### src/rtl/rx_decr_fifo_ctrl.sv
// Flag and address controller for the RX decryption buffer. It tracks occupancy and both RAM
// pointers, and raises almost-empty early enough to leave the cipher MIC trailer in the buffer.
module rx_decr_fifo_ctrl #(
    parameter int ADDR_WIDTH   = 6,
    parameter int DEPTH        = 64,
    parameter int AF_MARGIN    = 3,
    parameter int PLAIN_AE_THR = 8,
    parameter int PROT_AE_THR  = 2
) (
    input  logic                  bbClk,
    input  logic                  hardRstBbClk_n,
    input  logic                  softRstBbClk_p,
    input  logic                  push,
    input  logic                  pop_p,
    input  logic                  flush_p,
    input  logic                  fifoReset,
    input  logic [1:0]            cipherMode,
    input  logic [15:0]           rxPayloadLen,
    output logic                  wrEn,
    output logic [ADDR_WIDTH-1:0] wrAddr,
    output logic [ADDR_WIDTH-1:0] rdAddr,
    output logic [ADDR_WIDTH:0]   level,
    output logic                  empty,
    output logic                  full,
    output logic                  almostFull,
    output logic                  almostEmpty,
    output logic                  nextEmpty,
    output logic                  overflow,
    output logic                  underflow,
    output logic                  fifoResetInValid
);

    localparam logic [ADDR_WIDTH-1:0] PTR_LAST  = ADDR_WIDTH'(DEPTH - 1);
    localparam logic [ADDR_WIDTH:0]   LVL_FULL  = (ADDR_WIDTH + 1)'(DEPTH - 1);
    localparam logic [ADDR_WIDTH:0]   LVL_AF    = (ADDR_WIDTH + 1)'(DEPTH - AF_MARGIN);
    localparam logic [ADDR_WIDTH:0]   LVL_PLAIN = (ADDR_WIDTH + 1)'(PLAIN_AE_THR);
    localparam logic [ADDR_WIDTH:0]   LVL_PROT  = (ADDR_WIDTH + 1)'(PROT_AE_THR);
    localparam logic [ADDR_WIDTH:0]   LVL_ONE   = (ADDR_WIDTH + 1)'(1);

    logic [ADDR_WIDTH-1:0] wr_ptr_q, wr_ptr_d;
    logic [ADDR_WIDTH-1:0] rd_ptr_q, rd_ptr_d;
    logic [ADDR_WIDTH:0]   level_q, level_d;
    logic [15:0]           read_cnt_q, read_cnt_d;
    logic                  ovf_q, ovf_d;
    logic                  udf_q, udf_d;

    logic        rd_en;
    logic        clr;
    logic [15:0] trailer_len;
    logic [15:0] tail_thr;

    assign empty      = (level_q == '0);
    assign full       = (level_q == LVL_FULL);
    assign almostFull = (level_q >= LVL_AF);

    assign wrEn  = push & ~full;
    assign rd_en = pop_p & ~empty;
    assign clr   = softRstBbClk_p | flush_p | fifoReset;

    assign nextEmpty        = (level_q == LVL_ONE) & rd_en & ~wrEn;
    assign fifoResetInValid = fifoReset & (wr_ptr_q == '0) & (rd_ptr_q == '0);

    assign wrAddr    = wr_ptr_q;
    assign rdAddr    = rd_ptr_q;
    assign level     = level_q;
    assign overflow  = ovf_q;
    assign underflow = udf_q;

    always_comb begin
        trailer_len = 16'd0;
        case (cipherMode)
            2'd1:    trailer_len = 16'd12;
            2'd2:    trailer_len = 16'd20;
            2'd3:    trailer_len = 16'd16;
            default: trailer_len = 16'd0;
        endcase
    end

    // Short frames carry nothing but trailer, so every remaining byte counts as tail.
    assign tail_thr = (rxPayloadLen < trailer_len) ? 16'd0 : (rxPayloadLen - trailer_len);

    always_comb begin
        if (cipherMode == 2'd0) begin
            almostEmpty = (level_q <= LVL_PLAIN);
        end else begin
            almostEmpty = (level_q <= LVL_PROT) | ((read_cnt_q >= tail_thr) & ~empty);
        end
    end

    always_comb begin
        wr_ptr_d   = wr_ptr_q;
        rd_ptr_d   = rd_ptr_q;
        level_d    = level_q;
        read_cnt_d = read_cnt_q;
        ovf_d      = ovf_q;
        udf_d      = udf_q;
        if (clr) begin
            wr_ptr_d   = '0;
            rd_ptr_d   = '0;
            level_d    = '0;
            read_cnt_d = '0;
            ovf_d      = 1'b0;
            udf_d      = 1'b0;
        end else begin
            if (wrEn) begin
                wr_ptr_d = (wr_ptr_q == PTR_LAST) ? '0 : wr_ptr_q + 1'b1;
            end
            if (rd_en) begin
                rd_ptr_d = (rd_ptr_q == PTR_LAST) ? '0 : rd_ptr_q + 1'b1;
                if (read_cnt_q != 16'hFFFF) begin
                    read_cnt_d = read_cnt_q + 16'd1;
                end
            end
            if (wrEn && !rd_en) begin
                level_d = level_q + 1'b1;
            end else if (rd_en && !wrEn) begin
                level_d = level_q - 1'b1;
            end
            if (push && full) begin
                ovf_d = 1'b1;
            end
            if (pop_p && empty) begin
                udf_d = 1'b1;
            end
        end
    end

    always_ff @(posedge bbClk or negedge hardRstBbClk_n) begin
        if (!hardRstBbClk_n) begin
            wr_ptr_q   <= '0;
            rd_ptr_q   <= '0;
            level_q    <= '0;
            read_cnt_q <= '0;
            ovf_q      <= 1'b0;
            udf_q      <= 1'b0;
        end else begin
            wr_ptr_q   <= wr_ptr_d;
            rd_ptr_q   <= rd_ptr_d;
            level_q    <= level_d;
            read_cnt_q <= read_cnt_d;
            ovf_q      <= ovf_d;
            udf_q      <= udf_d;
        end
    end

endmodule

### config.mk
export PLATFORM = sky130hd
export DESIGN_NAME = rx_decr_fifo_ctrl
export DESIGN_NICKNAME = d
export VERILOG_FILES = /design/src/rtl/rx_decr_fifo_ctrl.sv
export SDC_FILE = /design/constraint.sdc
export NUM_CORES = 1
export LEC_CHECK = 0
export CORE_MARGIN = 2
export CORE_UTILIZATION = 35
export CTS_CLUSTER_DIAMETER = 100
export DETAILED_ROUTE_END_ITERATION = 10
export GPL_TIMING_DRIVEN = 0
export PLACE_DENSITY = 0.7
export SLEW_MARGIN = 20
export SYNTH_ARGS = -nofsm -noshare
export SYNTH_HDL_FRONTEND = slang
export SYNTH_SLANG_ARGS = --single-unit
### constraint.sdc
create_clock -name bbClk -period 5.4 [get_ports bbClk]
set_input_delay 1.08 -clock bbClk [delete_from_list [all_inputs] [get_ports bbClk]]
set_output_delay 1.08 -clock bbClk [all_outputs]
set_load 0.02 [all_outputs]
==> results.txt, run 1 <==
Core Box Area: 8220 sq um
largest net degree at the start of global routing: 27
via count: 2869
crit share post-route: 105%
violated checks: setup timing
initial antenna violation count: 0
Hold WC Path Type: flop to flop
vias in the first global route: 2775
first-pass GRT wire length: 12.8 mm
critical path launch point type: primary input
Max Transition Viols Final: 0
clock root buffer: clkbuf_8
CTS H-Tree Depth: 2
Seq cells post-synth: 37
Reg2Reg Depth: 7
I/O Buffers: 52
RSZ-0062 raised after global routing: yes
Antenna Nets Post-Route: 0
1st-iter DRT viols: 180
die area: 9250 sq um
Vias per Instance: 5.39
CTS tree: done
n_diodes: 0
Post-DP HPWL: 5.77 mm
Worst-Margin Slew: 0.908 ns
r2r setup slk: 2.91 ns
worst reg2reg path endpoint: level[5]$_DFFE_PN0P_
Initial Util: 36.2%
LEAKAGE: 0.00165 uW
synth warn: 0
R2R Path Start: level[0]$_DFFE_PN0P_
gr usage total: 17.3%
crit path to: almostEmpty
final core utilization: 48.8%
Mapped Cells: 350
ys async rst share: 100%
Die Ht: 96.2 um
CTS hold repair buffers: 0
fmax: 177 MHz
Layout area overhead: 34.7%
worst-skew pair later-pin latency: 0.29 ns
drt wl/cell: 14.6 um
Peak VDD IR: 0.0892 mV
WS Path Type: primary input to primary output
CP arrival: 4.57 ns
drt pass-1 iters: 4
Residual DRC: 0
Post-synth EDFFs: 0
clock slew at reported path FFs: 0.08 ns
crit path capture type: primary output
gr ovfl total: 0
PD cells: 150 nW/um^2
Num CTS Buffers: 5
final WL: 7.74 mm
Finished Layout Cells: 532
status: complete, but fails checks
deepest clock path buffer count: 2
Distinct cells, synth: 58
num ports: 53
skew final: 0.00540 ns
sequential-to-total area share from yosys stat: 31.1%
CP startpoint: cipherMode[0]
# setup viols final: 1
max_cap viols: 0
post-synthesis average cell area: 8.50 sq um
WP data required: 4.32 ns
Worst Hold Depth: 2
syn nets: 407
Fin. Hold Viols: 0
filler instances: 784
floorplan die width: 96.2 um
FP Rows: 33
CTS sink cnt: 37
min cycle time layout: 5.65 ns
Final WS setup: -0.247 ns
placed insts: 508
share of layout cells above drive strength 1: 15.7%
CP Max Fanout: 6
nets: 483
mapped cell area: 2980 sq um
Primary FF master, synth: dfrtp_1
Slew headroom: 39.3%
RePlAce Congestion: 0.867
## final cells by class
class,count,area [sq um],share of cell area [%]
Clock inverter,2,10.0,0.250
Buffer,13,61.3,1.53
Sequential cell,37,926,23.1
Tap cell,105,131,3.28
Timing Repair Buffer,69,667,16.6
Multi-Input combinational cell,284,2070,51.7
Inverter,16,67.6,1.69
Clock buffer,6,72.6,1.81
## cells by family after synthesis
group	share of synthesized area (%)
and+or+nand+nor	28.1
AOI/OAI and AO/OA	14.6
DFF	31.1
adders and majority gates	13.7
buffers and inverters	4.08
xor gates and xnor gates	7.36
muxes	1.01
## sequential cells by signal, summed over array words and instances (netlist names)
register    cells
level           7
underflow       1
rdAddr          6
read_cnt_q     16
overflow        1
wrAddr          6
## metrics by stage
stage | cell area (sq um) | setup TNS, ns | worst slack [ns] | hold WS (ns) | power (uW)
finish | 4010 | -0.247 | -0.247 | 0.518 | 600
global route | 4010 | -0.360 | -0.360 | 0.572 | 632
CTS | 3920 | -0.142 | -0.142 | 0.540 | 600
detailed placement | 3650 | -1.31 | -1.31 | 0.520 | 394
global placement | 3630 | -1.24 | -1.24 | 0.480 | 389
floorplan | 2980 | 0 | 0.00168 | 0.494 | 344
## per-layer routing
metal  part of all wire (%)  wire length [um]  global-route usage (%)
met1                     45              3500                    21.5
met2                     50              3880                    31.7
met3                    4.2               328                    2.43
met4                   0.53                41                    3.93
met5                      0                 0                       0
## how the worst min path moves through the flow
stage	start	to
2_1_floorplan	read_cnt_q[14]$_DFFE_PN0P_	read_cnt_q[14]$_DFFE_PN0P_
3_3_place_gp	overflow$_DFFE_PN0P_	overflow$_DFFE_PN0P_
3_5_place_dp	overflow$_DFFE_PN0P_	overflow$_DFFE_PN0P_
4_1_cts	overflow$_DFFE_PN0P_	overflow$_DFFE_PN0P_
5_1_grt	overflow$_DFFE_PN0P_	overflow$_DFFE_PN0P_
6_report	overflow$_DFFE_PN0P_	overflow$_DFFE_PN0P_
## critical path, stage by stage
cell and delay (ns):
buf_8 0.10, inv_6 0.05, buf_6 0.09, ha_4 0.12
nor2_4 0.03, ha_4 0.16, nor4_4 0.41, nand2_2 0.09
or4_4 0.49, or3_4 0.38, buf_6 0.15, nand2_4 0.05
ha_4 0.19, a21o_1 0.15, a21o_1 0.18, a21oi_2 0.14
o211ai_1 0.13, a221o_1 0.40, buf_6 0.14
## what timing repair did
| action | in CTS | in global routing |
|---|---|---|
| setup endpoints to repair | 1 | 1 |
| endpoints found under the hold margin | 0 | 0 |
| buffers inserted | 11 | 4 |
| gates cloned | 1 | 0 |
| resized for setup | 38 | 13 |
| pin swaps | 17 | 16 |
## synthesized netlist by cell type (9+ instances only)
cell type  number  area share, %
dfrtp_1        37             31
nand2_1        36            4.5
xnor2_1        16            4.7
xor2_1          9            2.6
nand3_1        15            2.5
nor3_1         20            3.4
a21oi_1        15            2.5
nor2_1         36            4.5
ha_1           31             13
o21ai_0         9            1.5
nand4_1        11            2.3
inv_1          15            1.9
## cell usage in the layout, fill, tap and decap left out, types with 6 or more instances in the layout
master           Yosys  layout
clkdlybuf4s50_1      0      44
dfrtp_1             37      37
nor2_1              36      35
nand2_1             36      34
ha_1                31      23
nor3_1              20      19
xnor2_1             16      16
nand3_1             15      15
buf_4                0      14
inv_1               15      12
a21oi_1             15      12
nand4_1             11      11
xor2_1               9       9
clkbuf_1             7       8
o21ai_0              9       8
ha_4                 0       8
buf_2                4       6
nor4_1               6       6
a211oi_1             7       6
and3_1               6       6
## where the power goes
| part | total (uW) | leakage (uW) | internal (uW) | switching (uW) |
|---|---|---|---|---|
| Sequential | 279 | 0.000516 | 278 | 1.45 |
| Combinational | 129 | 0.00108 | 62.5 | 66.9 |
| Clock | 191 | 0.0000450 | 89.6 | 102 |
| Total | 600 | 0.00165 | 430 | 170 |
(Power assumes the default switching activity.)
==> run 2, diff against run 1 <==
- CAP_MARGIN: default -> 20
==> results of run 2 <==
Final layout, timing and power as in run 1 (identical DEF).
==> run 3, diff against run 2 <==
- CORE_ASPECT_RATIO: default -> 2
==> run 3 against run 2 <==
- the flow still finishes with violations (setup timing)
- combinational power barely moved
- clock-buffer cell count fell by 1
- fmax increased by 1.6%
- routed wire length rose by 5.3%
- hold slack worse by 0.022 ns
- utilization about the same
- final area rose by 0.87%
- non-clock buffer count fell by 7
- clock power rose by 79%
- global-route usage grew 0.66 points
- first-iteration DRC count shrank 16%
- sequential share of layout area is 0.20 points lower
==> results.txt, run 3 (synthesis results as in run 1) <==
status: complete, but fails checks (unchanged)
violated checks: setup timing (unchanged)
n_diodes: 0 (unchanged)
share of layout cells above drive strength 1: 14.8% (was 15.7%)
Layout area overhead: 35.9% (was 34.7%)
met3 usage: 2.48% (was 2.43%)
I/O Buffers: 52 (unchanged)
CTS H-Tree Depth: 2 (unchanged)
Crit path buffers/inverters: 5 (unchanged)
Num CTS Buffers: 5 (unchanged)
# setup viols final: 1 (unchanged)
CTS sink cnt: 37 (unchanged)
CP delay by family, top: simple AND/OR/NAND/NOR gates (unchanged)
worst-skew pair later-pin latency: 0.29 ns (about the same)
gr busiest metal: met2 (unchanged)
drt wl/cell: 15.7 um (was 14.6 um)
LEAKAGE: 0.00166 uW (was 0.00165 uW)
die area: 9300 sq um (was 9250 sq um)
largest net degree at the start of global routing: 31 (was 27)
CTS hold repair buffers: 0 (unchanged)
Hold WC Path Type: flop to flop (unchanged)
via count: 2904 (was 2869)
Hold Path Origin: overflow$_DFFE_PN0P_ (unchanged)
crit path to: almostEmpty (unchanged)
deepest clock path buffer count: 2 (unchanged)
clock root buffer: clkbuf_16 (was clkbuf_8)
slowest CP cell: or4_4 (unchanged)
DP Area: 3640 sq um (was 3650 sq um)
Fin. Hold Viols: 0 (unchanged)
Slew headroom: 37.8% (was 39.3%)
Antenna Nets Post-Route: 0 (unchanged)
gr usage total: 18.0% (was 17.3%)
crit path capture type: primary output (unchanged)
RSZ-0062 raised after global routing: yes (unchanged)
fmax: 180 MHz (was 177 MHz)
FP Rows: 47 (was 33)
min cycle time layout: 5.56 ns (was 5.65 ns)
Residual DRC: 0 (unchanged)
WP depth: 19 (unchanged)
Core Box Area: 8290 sq um (was 8220 sq um)
Worst-Margin Slew: 0.932 ns (was 0.908 ns)
vias in the first global route: 2982 (was 2775)
Critical Path Max Stage Delay: 0.42 ns (was 0.49 ns)
Post-DP HPWL: 6.29 mm (was 5.77 mm)
PD cells: 186 nW/um^2 (was 150 nW/um^2)
r2r setup slk: 2.90 ns (was 2.91 ns)
crit share post-route: 103% (was 105%)
clock slew at reported path FFs: 0.06 ns (was 0.08 ns)
CP startpoint: cipherMode[0] (unchanged)
drt pass-1 iters: 4 (unchanged)
Reg with most FFs: read_cnt_q (unchanged)
Finished Layout Cells: 518 (was 532)
first-pass GRT wire length: 13.6 mm (was 12.8 mm)
CP cell instances: buf_8 > inv_4 > ha_4 > ha_4 > inv_2 > fa_2 > nand2_4 > nand2_4 > or4_4 > or3_4 > buf_6 > nand2_4 > ha_4 > a21o_1 > a21o_1 > a21oi_2 > o211ai_1 > a221o_1 > buf_6 (was buf_8 > inv_6 > buf_6 > ha_4 > nor2_4 > ha_4 > nor4_4 > nand2_2 > or4_4 > or3_4 > buf_6 > nand2_4 > ha_4 > a21o_1 > a21o_1 > a21oi_2 > o211ai_1 > a221o_1 > buf_6)
commonest non-fill, non-tap cell in the layout: clkdlybuf4s50_1 (unchanged)
nets: 476 (was 483)
floorplan die width: 69.2 um (was 96.2 um)
WS Path Type: primary input to primary output (unchanged)
CP Max Fanout: 6 (unchanged)
worst reg2reg path endpoint: read_cnt_q[14]$_DFFE_PN0P_ (was level[5]$_DFFE_PN0P_)
gr ovfl total: 0 (unchanged)
most frequent cells in the layout: clkdlybuf4s50_1 (44), dfrtp_1 (37), nor2_1 (36), nand2_1 (33), ha_1 (23) (was clkdlybuf4s50_1 (44), dfrtp_1 (37), nor2_1 (35), nand2_1 (34), ha_1 (23))
skew final: 0.00527 ns (was 0.00540 ns)
num ports: 53 (unchanged)
CP arrival: 4.48 ns (was 4.57 ns)
R2R Path Start: level[0]$_DFFE_PN0P_ (unchanged)
Reg2Reg Depth: 7 (unchanged)
filler instances: 787 (was 784)
Peak VDD IR: 0.107 mV (was 0.0892 mV)
critical path launch point type: primary input (unchanged)
placed insts: 501 (was 508)
Die Ht: 134 um (was 96.2 um)
Initial Util: 35.9% (was 36.2%)
1st-iter DRT viols: 151 (was 180)
Vias per Instance: 5.61 (was 5.39)
final WL: 8.15 mm (was 7.74 mm)
WP data required: 4.32 ns (about the same)
initial antenna violation count: 0 (unchanged)
max_cap viols: 0 (unchanged)
Fin Hold WS: 0.495 ns (was 0.518 ns)
Largest register FFs: 16 (unchanged)
CTS tree: done (unchanged)
Final WS setup: -0.156 ns (was -0.247 ns)
met2 Resource Use GR: 35.0% (was 31.7%)
RePlAce Congestion: 0.864 (was 0.867)
Max Transition Viols Final: 0 (unchanged)
GR Layer Usage met1: 17.0% (was 21.5%)
fin area: 4040 sq um (was 4010 sq um)
-- run 3: changes by cell type in the layout (fill, tap and decap cells not counted), moves of 2 or more --
cell,delta
buf_4,-6
clkbuf_16,+5
clkbuf_8,-5
clkinv_2,-2
nand2_4,+2
-- run 3: area by class of cell --
class                   count  area (sq um)  area share, %
flip-flops and latches     37           926           22.9
inverters                  16          65.1           1.61
multi-input cells         284          2080           51.5
plain buffers              13          61.3           1.52
clock inverters             3          46.3           1.15
well taps                  98           123           3.03
repair buffers             62           614           15.2
clock buffers               5           125           3.10
-- run 3: how the worst min path moves through the flow --
stage	slack, ns	cells past startpoint	end
2_1_floorplan	0.49	1	read_cnt_q[14]$_DFFE_PN0P_
3_3_place_gp	0.47	2	overflow$_DFFE_PN0P_
3_5_place_dp	0.48	2	overflow$_DFFE_PN0P_
4_1_cts	0.50	2	overflow$_DFFE_PN0P_
5_1_grt	0.53	2	overflow$_DFFE_PN0P_
6_report	0.50	2	overflow$_DFFE_PN0P_
-- run 3: repair_timing --
action,CTS,global route
buffers inserted,7,1
cloned,1,0
resized for setup,39,10
endpoints found under the setup margin,1,1
pin swaps,17,9
-- run 3: report_power, final --
group	internal, uW	total (uW)	switching, uW
logic	61.5	129	67.3
registers	278	280	1.48
clock network	219	342	123
-- run 3: per-stage QoR --
stage                     setup TNS, ns  util [%]  setup slack [ns]  power [uW]
after CTS                        -0.217      48.0            -0.217         746
after global routing             -0.293      48.8            -0.293         776
after global placement            -1.32      43.7             -1.32         390
final                            -0.156      48.8            -0.156         750
after floorplan                       0         -           0.00168         344
after detailed placement          -1.37      43.9             -1.37         394
-- run 3: tightest hold or removal path, stage by stage (launching register included) --
cell	delay [ns]
dfrtp_1	0.34
a21oi_1	0.04
nor2_1	0.07
-- run 3: per-layer routing --
metal,share of wire (%),up-vias,wire [um]
li1,-,1400,-
met1,35,1387,2820
met2,58,88,4710
met3,3.6,29,292
met4,4.1,0,338
met5,0,-,0
